`src/rtl/io_display_ctrl_pkg.sv`:
```
// Shared constants and types for the board-I/O display peripheral.
package io_display_ctrl_pkg;

  localparam logic [15:0] IO_BASE_DEF = 16'hF000;
  localparam int unsigned WIN_LSB     = 5;  // 32-byte window: addr[4:0] is the offset

  // Word index (addr[4:2]) of each register
  localparam logic [2:0] REG_LEDR   = 3'd0;
  localparam logic [2:0] REG_LEDG   = 3'd1;
  localparam logic [2:0] REG_HEXVAL = 3'd2;
  localparam logic [2:0] REG_CTRL   = 3'd3;
  localparam logic [2:0] REG_TIMER  = 3'd4;

  // CTRL bit positions
  localparam int unsigned CTRL_DISP_EN  = 0;
  localparam int unsigned CTRL_BLINK_EN = 1;
  localparam int unsigned CTRL_MASK_LSB = 4;

  localparam int unsigned LEDR_W     = 10;
  localparam int unsigned LEDG_W     = 8;
  localparam int unsigned HEXVAL_W   = 16;
  localparam int unsigned NUM_DIGITS = 4;
  localparam int unsigned SEG_W      = 7;

  localparam logic [SEG_W-1:0] SEG_BLANK = 7'h7F;

  typedef struct packed {
    logic [3:0] blink_mask;
    logic       blink_en;
    logic       disp_en;
  } ctrl_t;

endpackage

```
`src/rtl/io_display_ctrl_if.sv`:
```
// Memory-stage access bus into the I/O window.
//  lock/wr_en/rd_en/addr/wr_data : driven by Memory
//  hit_c (comb), rd_data, rd_valid : returned by the peripheral
interface io_display_ctrl_if #(
  parameter int unsigned ADDR_W = 16,
  parameter int unsigned DATA_W = 16
);
  logic              lock;
  logic              wr_en;
  logic              rd_en;
  logic [ADDR_W-1:0] addr;
  logic [DATA_W-1:0] wr_data;
  logic              hit_c;
  logic [DATA_W-1:0] rd_data;
  logic              rd_valid;

  modport master (
    output lock, wr_en, rd_en, addr, wr_data,
    input  hit_c, rd_data, rd_valid
  );

  modport slave (
    input  lock, wr_en, rd_en, addr, wr_data,
    output hit_c, rd_data, rd_valid
  );
endinterface

```
`src/rtl/io_display_ctrl_hex_to_7seg.sv`:
```
// Nibble to active-low seven-segment glyph (DE-board segment order).
//  nibble : 4-bit value
//  seg_c  : 7-bit active-low segments, combinational
module io_display_ctrl_hex_to_7seg
  import io_display_ctrl_pkg::*;
(
  input  logic [3:0]       nibble,
  output logic [SEG_W-1:0] seg_c
);

  always_comb begin
    seg_c = SEG_BLANK;
    case (nibble)
      4'h0: seg_c = 7'h40;
      4'h1: seg_c = 7'h79;
      4'h2: seg_c = 7'h24;
      4'h3: seg_c = 7'h30;
      4'h4: seg_c = 7'h19;
      4'h5: seg_c = 7'h12;
      4'h6: seg_c = 7'h02;
      4'h7: seg_c = 7'h78;
      4'h8: seg_c = 7'h00;
      4'h9: seg_c = 7'h10;
      4'hA: seg_c = 7'h08;
      4'hB: seg_c = 7'h03;
      4'hC: seg_c = 7'h46;
      4'hD: seg_c = 7'h21;
      4'hE: seg_c = 7'h06;
      4'hF: seg_c = 7'h0E;
      default: seg_c = SEG_BLANK;
    endcase
  end

endmodule

```
`src/rtl/io_display_ctrl.sv`:
```
// Memory-mapped board I/O: LEDR/LEDG/HEXVAL/CTRL registers, free-running
// readable timer, and HEX blink.
//  I_CLOCK, I_RESET : clock, async active-high reset
//  bus              : Memory-stage access bus (slave side)
//  O_LEDR, O_LEDG   : LED pins
//  O_HEX0..O_HEX3   : seven-seg digits, active-low, registered
module io_display_ctrl
  import io_display_ctrl_pkg::*;
#(
  parameter int unsigned       DATA_W    = 16,
  parameter int unsigned       ADDR_W    = 16,
  parameter logic [ADDR_W-1:0] IO_BASE   = IO_BASE_DEF,
  parameter int unsigned       TICK_DIV  = 32'd50,
  parameter int unsigned       BLINK_DIV = 32'd1000
)(
  input  logic               I_CLOCK,
  input  logic               I_RESET,
  io_display_ctrl_if.slave   bus,
  output logic [LEDR_W-1:0]  O_LEDR,
  output logic [LEDG_W-1:0]  O_LEDG,
  output logic [SEG_W-1:0]   O_HEX0,
  output logic [SEG_W-1:0]   O_HEX1,
  output logic [SEG_W-1:0]   O_HEX2,
  output logic [SEG_W-1:0]   O_HEX3
);

  localparam int unsigned PRESC_W = (TICK_DIV  > 1) ? $clog2(TICK_DIV)  : 1;
  localparam int unsigned BLINK_W = (BLINK_DIV > 1) ? $clog2(BLINK_DIV) : 1;
  localparam logic [PRESC_W-1:0] PRESC_MAX = PRESC_W'(TICK_DIV - 1);
  localparam logic [BLINK_W-1:0] BLINK_MAX = BLINK_W'(BLINK_DIV - 1);

  logic [LEDR_W-1:0]   ledr;
  logic [LEDG_W-1:0]   ledg;
  logic [HEXVAL_W-1:0] hexval;
  ctrl_t               ctrl;
  logic [DATA_W-1:0]   timer;
  logic [PRESC_W-1:0]  presc;
  logic [BLINK_W-1:0]  blink_cnt;
  logic                phase;
  logic [DATA_W-1:0]   rd_data_q;
  logic                rd_valid_q;
  logic [DATA_W-1:0]   rd_mux_c;
  logic [NUM_DIGITS-1:0][SEG_W-1:0] seg_c;
  logic [NUM_DIGITS-1:0][SEG_W-1:0] hex_q;
  logic [NUM_DIGITS-1:0]            blank_c;
  logic [2:0]          reg_idx;
  logic                wr_go;
  logic                rd_go;
  logic                unused_addr_lsb;

  // Address decode: byte offset bits [1:0] are don't-care
  assign bus.hit_c       = (bus.addr[ADDR_W-1:WIN_LSB] == IO_BASE[ADDR_W-1:WIN_LSB]);
  assign reg_idx         = bus.addr[4:2];
  assign wr_go           = bus.lock && bus.wr_en && bus.hit_c;
  assign rd_go           = bus.lock && bus.rd_en && bus.hit_c;
  assign unused_addr_lsb = ^bus.addr[1:0];

  // Read mux over pre-write register contents
  always_comb begin
    rd_mux_c = '0;
    case (reg_idx)
      REG_LEDR:   rd_mux_c = DATA_W'(ledr);
      REG_LEDG:   rd_mux_c = DATA_W'(ledg);
      REG_HEXVAL: rd_mux_c = DATA_W'(hexval);
      REG_CTRL:   rd_mux_c = DATA_W'({ctrl.blink_mask, 2'b00, ctrl.blink_en, ctrl.disp_en});
      REG_TIMER:  rd_mux_c = timer;
      default:    rd_mux_c = '0;
    endcase
  end

  // Register bank
  always_ff @(posedge I_CLOCK or posedge I_RESET) begin
    if (I_RESET) begin
      ledr   <= '0;
      ledg   <= '0;
      hexval <= '0;
      ctrl   <= '0;
    end else if (wr_go) begin
      case (reg_idx)
        REG_LEDR:   ledr   <= bus.wr_data[LEDR_W-1:0];
        REG_LEDG:   ledg   <= bus.wr_data[LEDG_W-1:0];
        REG_HEXVAL: hexval <= bus.wr_data[HEXVAL_W-1:0];
        REG_CTRL: begin
          ctrl.disp_en    <= bus.wr_data[CTRL_DISP_EN];
          ctrl.blink_en   <= bus.wr_data[CTRL_BLINK_EN];
          ctrl.blink_mask <= bus.wr_data[CTRL_MASK_LSB +: 4];
        end
        default: ;
      endcase
    end
  end

  // Read return, latency 1; data holds between reads
  always_ff @(posedge I_CLOCK or posedge I_RESET) begin
    if (I_RESET) begin
      rd_valid_q <= 1'b0;
      rd_data_q  <= '0;
    end else begin
      rd_valid_q <= rd_go;
      if (rd_go) rd_data_q <= rd_mux_c;
    end
  end

  assign bus.rd_valid = rd_valid_q;
  assign bus.rd_data  = rd_data_q;

  // Timer: a TIMER write clears both counters, even on the prescaler wrap cycle
  always_ff @(posedge I_CLOCK or posedge I_RESET) begin
    if (I_RESET) begin
      presc <= '0;
      timer <= '0;
    end else if (wr_go && (reg_idx == REG_TIMER)) begin
      presc <= '0;
      timer <= '0;
    end else if (presc == PRESC_MAX) begin
      presc <= '0;
      timer <= timer + DATA_W'(1);
    end else begin
      presc <= presc + PRESC_W'(1);
    end
  end

  // Blink phase, free-running
  always_ff @(posedge I_CLOCK or posedge I_RESET) begin
    if (I_RESET) begin
      blink_cnt <= '0;
      phase     <= 1'b0;
    end else if (blink_cnt == BLINK_MAX) begin
      blink_cnt <= '0;
      phase     <= ~phase;
    end else begin
      blink_cnt <= blink_cnt + BLINK_W'(1);
    end
  end

  // Per-digit glyph decode and blanking
  for (genvar i = 0; i < NUM_DIGITS; i++) begin : g_digit
    io_display_ctrl_hex_to_7seg u_seg (
      .nibble (hexval[4*i +: 4]),
      .seg_c  (seg_c[i])
    );
    assign blank_c[i] = !ctrl.disp_en || (ctrl.blink_en && ctrl.blink_mask[i] && phase);
  end

  always_ff @(posedge I_CLOCK or posedge I_RESET) begin
    if (I_RESET) begin
      hex_q <= {NUM_DIGITS{SEG_BLANK}};
    end else begin
      for (int i = 0; i < NUM_DIGITS; i++) begin
        hex_q[i] <= blank_c[i] ? SEG_BLANK : seg_c[i];
      end
    end
  end

  assign O_LEDR = ledr;
  assign O_LEDG = ledg;
  assign O_HEX0 = hex_q[0];
  assign O_HEX1 = hex_q[1];
  assign O_HEX2 = hex_q[2];
  assign O_HEX3 = hex_q[3];

endmodule

```
`src/flat_wrapper.sv`:
```
// flat-port wrapper written by rule: the top's interface ports become plain ports
module io_display_ctrl_flat import io_display_ctrl_pkg::*;
#(
  parameter int unsigned       DATA_W    = 16,
  parameter int unsigned       ADDR_W    = 16,
  parameter logic [ADDR_W-1:0] IO_BASE   = IO_BASE_DEF,
  parameter int unsigned       TICK_DIV  = 32'd50,
  parameter int unsigned       BLINK_DIV = 32'd1000
)
  (I_CLOCK, I_RESET, O_LEDR, O_LEDG, O_HEX0, O_HEX1, O_HEX2, O_HEX3, bus_lock, bus_wr_en, bus_rd_en, bus_addr, bus_wr_data, bus_hit_c, bus_rd_data, bus_rd_valid);
  io_display_ctrl_if #(.ADDR_W(ADDR_W), .DATA_W(DATA_W)) bus_i ();
  input  logic I_CLOCK;
  input  logic I_RESET;
  output logic [LEDR_W-1:0] O_LEDR;
  output logic [LEDG_W-1:0] O_LEDG;
  output logic [SEG_W-1:0] O_HEX0;
  output logic [SEG_W-1:0] O_HEX1;
  output logic [SEG_W-1:0] O_HEX2;
  output logic [SEG_W-1:0] O_HEX3;
  input wire logic [$bits(bus_i.lock)-1:0] bus_lock;
  input wire logic [$bits(bus_i.wr_en)-1:0] bus_wr_en;
  input wire logic [$bits(bus_i.rd_en)-1:0] bus_rd_en;
  input wire logic [$bits(bus_i.addr)-1:0] bus_addr;
  input wire logic [$bits(bus_i.wr_data)-1:0] bus_wr_data;
  output wire logic [$bits(bus_i.hit_c)-1:0] bus_hit_c;
  output wire logic [$bits(bus_i.rd_data)-1:0] bus_rd_data;
  output wire logic [$bits(bus_i.rd_valid)-1:0] bus_rd_valid;
  assign bus_i.lock = bus_lock;
  assign bus_i.wr_en = bus_wr_en;
  assign bus_i.rd_en = bus_rd_en;
  assign bus_i.addr = bus_addr;
  assign bus_i.wr_data = bus_wr_data;
  assign bus_hit_c = bus_i.hit_c;
  assign bus_rd_data = bus_i.rd_data;
  assign bus_rd_valid = bus_i.rd_valid;
  io_display_ctrl #(.DATA_W(DATA_W), .ADDR_W(ADDR_W), .IO_BASE(IO_BASE), .TICK_DIV(TICK_DIV), .BLINK_DIV(BLINK_DIV)) u_core (.I_CLOCK(I_CLOCK), .I_RESET(I_RESET), .bus(bus_i), .O_LEDR(O_LEDR), .O_LEDG(O_LEDG), .O_HEX0(O_HEX0), .O_HEX1(O_HEX1), .O_HEX2(O_HEX2), .O_HEX3(O_HEX3));
endmodule
```
`config.mk`:
```
export PLATFORM = sky130hd
export DESIGN_NAME = io_display_ctrl_flat
export DESIGN_NICKNAME = d
export VERILOG_FILES = /design/src/rtl/io_display_ctrl_pkg.sv /design/src/rtl/io_display_ctrl_if.sv /design/src/rtl/io_display_ctrl_hex_to_7seg.sv /design/src/rtl/io_display_ctrl.sv /design/src/flat_wrapper.sv
export SDC_FILE = /design/constraint.sdc
export NUM_CORES = 1
export LEC_CHECK = 0
export CORE_MARGIN = 1
export CORE_UTILIZATION = 30
export DETAILED_ROUTE_END_ITERATION = 6
export GPL_TIMING_DRIVEN = 0
export SLEW_MARGIN = 20
export SYNTH_ARGS = -nofsm -noshare
export SYNTH_HDL_FRONTEND = slang
export SYNTH_SLANG_ARGS = --single-unit
export TNS_END_PERCENT = 100
```
`constraint.sdc`:
```
create_clock -name I_CLOCK -period 7.82 [get_ports I_CLOCK]
set_input_delay 1.564 -clock I_CLOCK [delete_from_list [all_inputs] [get_ports I_CLOCK]]
set_output_delay 1.564 -clock I_CLOCK [all_outputs]
set_load 0.05 [all_outputs]
```
==> run metrics <==
Place WS=2632 ps; Ports=101; post-synthesis xor/xnor area fraction=approximately 2.6%; Seq pwr share=41.0%; I/O Buffers=96; status=completed; post-synthesis compound-gate area fraction=12.79%; Pwr Density=218.8 nW/um^2; max-slew violation count=0; synth top area cells=dfrtp_1 37%, dfstp_2 12%, mux2_2 8.4%; Synth Cell Area=6025 sq um; Reg-to-Reg End=u_core.timer[15]; max_slew headroom=about a third; CTS tree=built; HP Start=u_core.blink_cnt[0]; setup tns final=0 ps; Hold Vio Cnt, Final=0; max_cap viols=0; worst setup path start=bus_addr[10]; Crit Path Category=in2out; Critical Path AT=between 3000 and 4000 ps; Iteration-0 DRC Markers=around 210; startpoint class of the critical path=primary input; die area=20650 sq um; cts hold-fix bufs=0; Post-synth EDFFs=0; area share of the largest cell type after synthesis=between 30% and 40%; Post-synth top flop=dfrtp_1; endpoints failing setup=0; area delta synth->final=32.52%; Adder-Cell Fraction of Synth Area=5.815%; DR vias=between 4000 and 5000; Pwr Total=roughly 0.0017 W; asr flop ratio synth=100.0%; Avg Inst Size Synth=10.99 sq um; Clock Sinks=118; Min Clock Period, post-route=5145 ps; Root Buffer=clkbuf_16; CTS buffer count=17; Peak VDD IR=0.1401 mV; #FFs+latches synth=around 120; final worst setup slack=2675 ps; critical path fanouts, max=5; GRT Util Overall=~16%; placer congestion estimate=0.8839; hold worst-path end=u_core.blink_cnt[0]; via/cell ratio=4.900; 1st-pass router iterations=6; period utilisation layout=65.80%; leakage=3.243 nW; Worst EP required=6260 ps; final-stage net count=729; post-synthesis sequential area ratio=around half; die width=143.7 um; Max clock buf depth=2; initial antenna violation count=1; Gate Count Post-Synth=about 550; vias in the first global route=4761; Net Sw Frac=25.66%; WHS Path Cells=1; Setup crit end kind=output pin; internal power=0.001298 W; Net Sw Power=0.0004482 W; gr ovfl total=0; RR Startpoint=u_core.presc[1]; dpl hpwl=11460 um; worst-skew pair later-pin latency=420 ps; multiplexer share of the synthesized area=10.74%; setup slack, reg-to-reg=5910 ps; H-tree depth=4; combinational power share=11.4%; f_max=0.1943 GHz; drt total wl=about 15000 um; Vert. Die Dim=approximately 140 um; # fillers=1865; Syn. warnings=0; share of cells above drive strength 1=18.46%; largest family of logic cells by synthesized area=simple AND/OR/NAND/NOR gates; Syn Nets=between 600 and 700; Synth Area in Simple Gates=15.68%; drt drc=0; Clk pwr share=47.5%; Core ar.=19590 sq um; largest net degree at the start of global routing=74; WL per Instance=about 16 um; Worst-Margin Slew=about 1000 ps; Post-CTS Setup Inserts=0; Fin Hold WS=473.3 ps; initial core utilization=30.75%; top cell type by total area after synthesis=dfrtp_1; row count=51; post-route ant nets=0; Post-Layout Cell Count=943; clk_skew=5.612 ps; Placed Cells=910; first-pass GRT wire length=25430 um; Reg clk slew, reported paths=approximately 50 ps; Post-CTS Resized=0; RSZ-0062 raised after global routing=false; path depth of the worst reg2reg path=6; Worst Hold Class=reg2reg; Synth cell types=57
[final cells by class]
cell class / count / area, sq um / share of cell area [%]
sequential: 118 / 2988 / 37.42
multi-input combinational: 390 / 2870 / 35.95
timing repair buffer: 97 / 988.4 / 12.38
clock buffer: 19 / 452.9 / 5.673
tap: 265 / 331.6 / 4.153
clock inverter: 13 / 178.9 / 2.241
buffer: 22 / 98.84 / 1.238
inverter: 18 / 72.57 / 0.9089
antenna: 1 / 2.502 / 0.03134
[critical path, stage by stage]
cell	delay, ps
clkdlybuf4s50_1	400
nor3_1	550
and3_1	260
clkdlybuf4s50_1	800
[routing by layer]
| layer | wire [um] | GRT usage (%) | vias to the layer above |
|---|---|---|---|
| li1 | - | - | 2212 |
| met1 | 6794 | 20.38 | 2268 |
| met2 | 7471 | 26.70 | 120 |
| met3 | 881 | 4.665 | 21 |
| met4 | 291 | 6.607 | 0 |
| met5 | 0 | 0 | - |
[synth_stat cells (5+ instances only)]
master    instances
a21oi_1          15
a22oi_1           8
and2_1            7
clkbuf_1         16
dfrtp_1          90
dfstp_2          28
ha_1             28
inv_1            18
mux2_2           45
mux2i_1          14
nand2_1          45
nand2b_1         14
nand3_1          19
nand3b_1          5
nand4_1           5
nor2_1           27
nor2b_1           9
nor3_1            5
o211ai_1         22
o21ai_0          25
o22ai_1           5
o311ai_0         10
o31ai_1           5
or4_1             5
xnor2_1          12
xor2_1            6
[cell usage in the layout (no fill, tap or decap), types with 5 or more instances in the layout]
cell type / synthesis / layout
a21oi_1: 15 / 15
a22oi_1: 8 / 8
and2_1: 7 / 7
clkbuf_1: 16 / 16
clkbuf_16: 0 / 17
clkdlybuf4s50_1: 0 / 96
dfrtp_1: 90 / 90
dfstp_2: 28 / 28
ha_1: 28 / 28
inv_1: 18 / 17
mux2_2: 45 / 45
mux2i_1: 14 / 14
nand2_1: 45 / 45
nand2b_1: 14 / 14
nand3_1: 19 / 19
nand3b_1: 5 / 5
nand4_1: 5 / 5
nor2_1: 27 / 27
nor2b_1: 9 / 9
nor3_1: 5 / 5
o211ai_1: 22 / 22
o21ai_0: 25 / 25
o22ai_1: 5 / 5
o311ai_0: 10 / 10
o31ai_1: 5 / 5
or4_1: 5 / 5
xnor2_1: 12 / 12
xor2_1: 6 / 6
[flip-flops by register name, indices dropped and copies added, names as in the netlist]
register	cells
u_core.bus.rd_data	16
u_core.ctrl	6
u_core.presc	6
u_core.timer	16
u_core.O_LEDR	10
u_core.O_HEX2	7
u_core.bus.rd_valid	1
u_core.hexval	16
u_core.O_HEX3	7
u_core.blink_cnt	10
u_core.O_HEX1	7
u_core.O_LEDG	8
u_core.O_HEX0	7
u_core.phase	1
[per-stage QoR]
step	instance area [sq um]	utilization [%]
floorplan	6025	-
global placement	7317	37.35
detailed placement	7350	37.52
CTS	7981	40.74
global route	7981	40.74
finish	7984	40.75
[kinds of logic after synthesis]
family,count (synthesis)
AO/OA/AOI/OAI,114
XOR/XNOR,18
adder cells (fa/ha/maj),28
buffers and inverters,40
flip-flops,118
multiplexers,59
AND/OR/NAND/NOR,171
[worst max path at each step]
| stage | end | slack, ps | cells after the start |
|---|---|---|---|
| floorplan | u_core.O_LEDG[0] | 3170 | 1 |
| global placement | u_core.bus.rd_data[6] | 1590 | 2 |
| detailed placement | bus_hit_c | 2630 | 4 |
| CTS | bus_hit_c | 2630 | 4 |
| global route | bus_hit_c | 2610 | 4 |
| finish | bus_hit_c | 2670 | 4 |
[power by group through the flow]
stage	clock, W	combinational [W]	sequential, W
3_5_place_dp	0	0.000201	0.000725
4_1_cts	0.000848	0.000202	0.000715
5_1_grt	0.000881	0.000227	0.000724
2_1_floorplan	0	0.000147	0.000707
3_3_place_gp	0	0.000192	0.000723
6_report	0.000830	0.000200	0.000717
(Power assumes the default switching activity.)
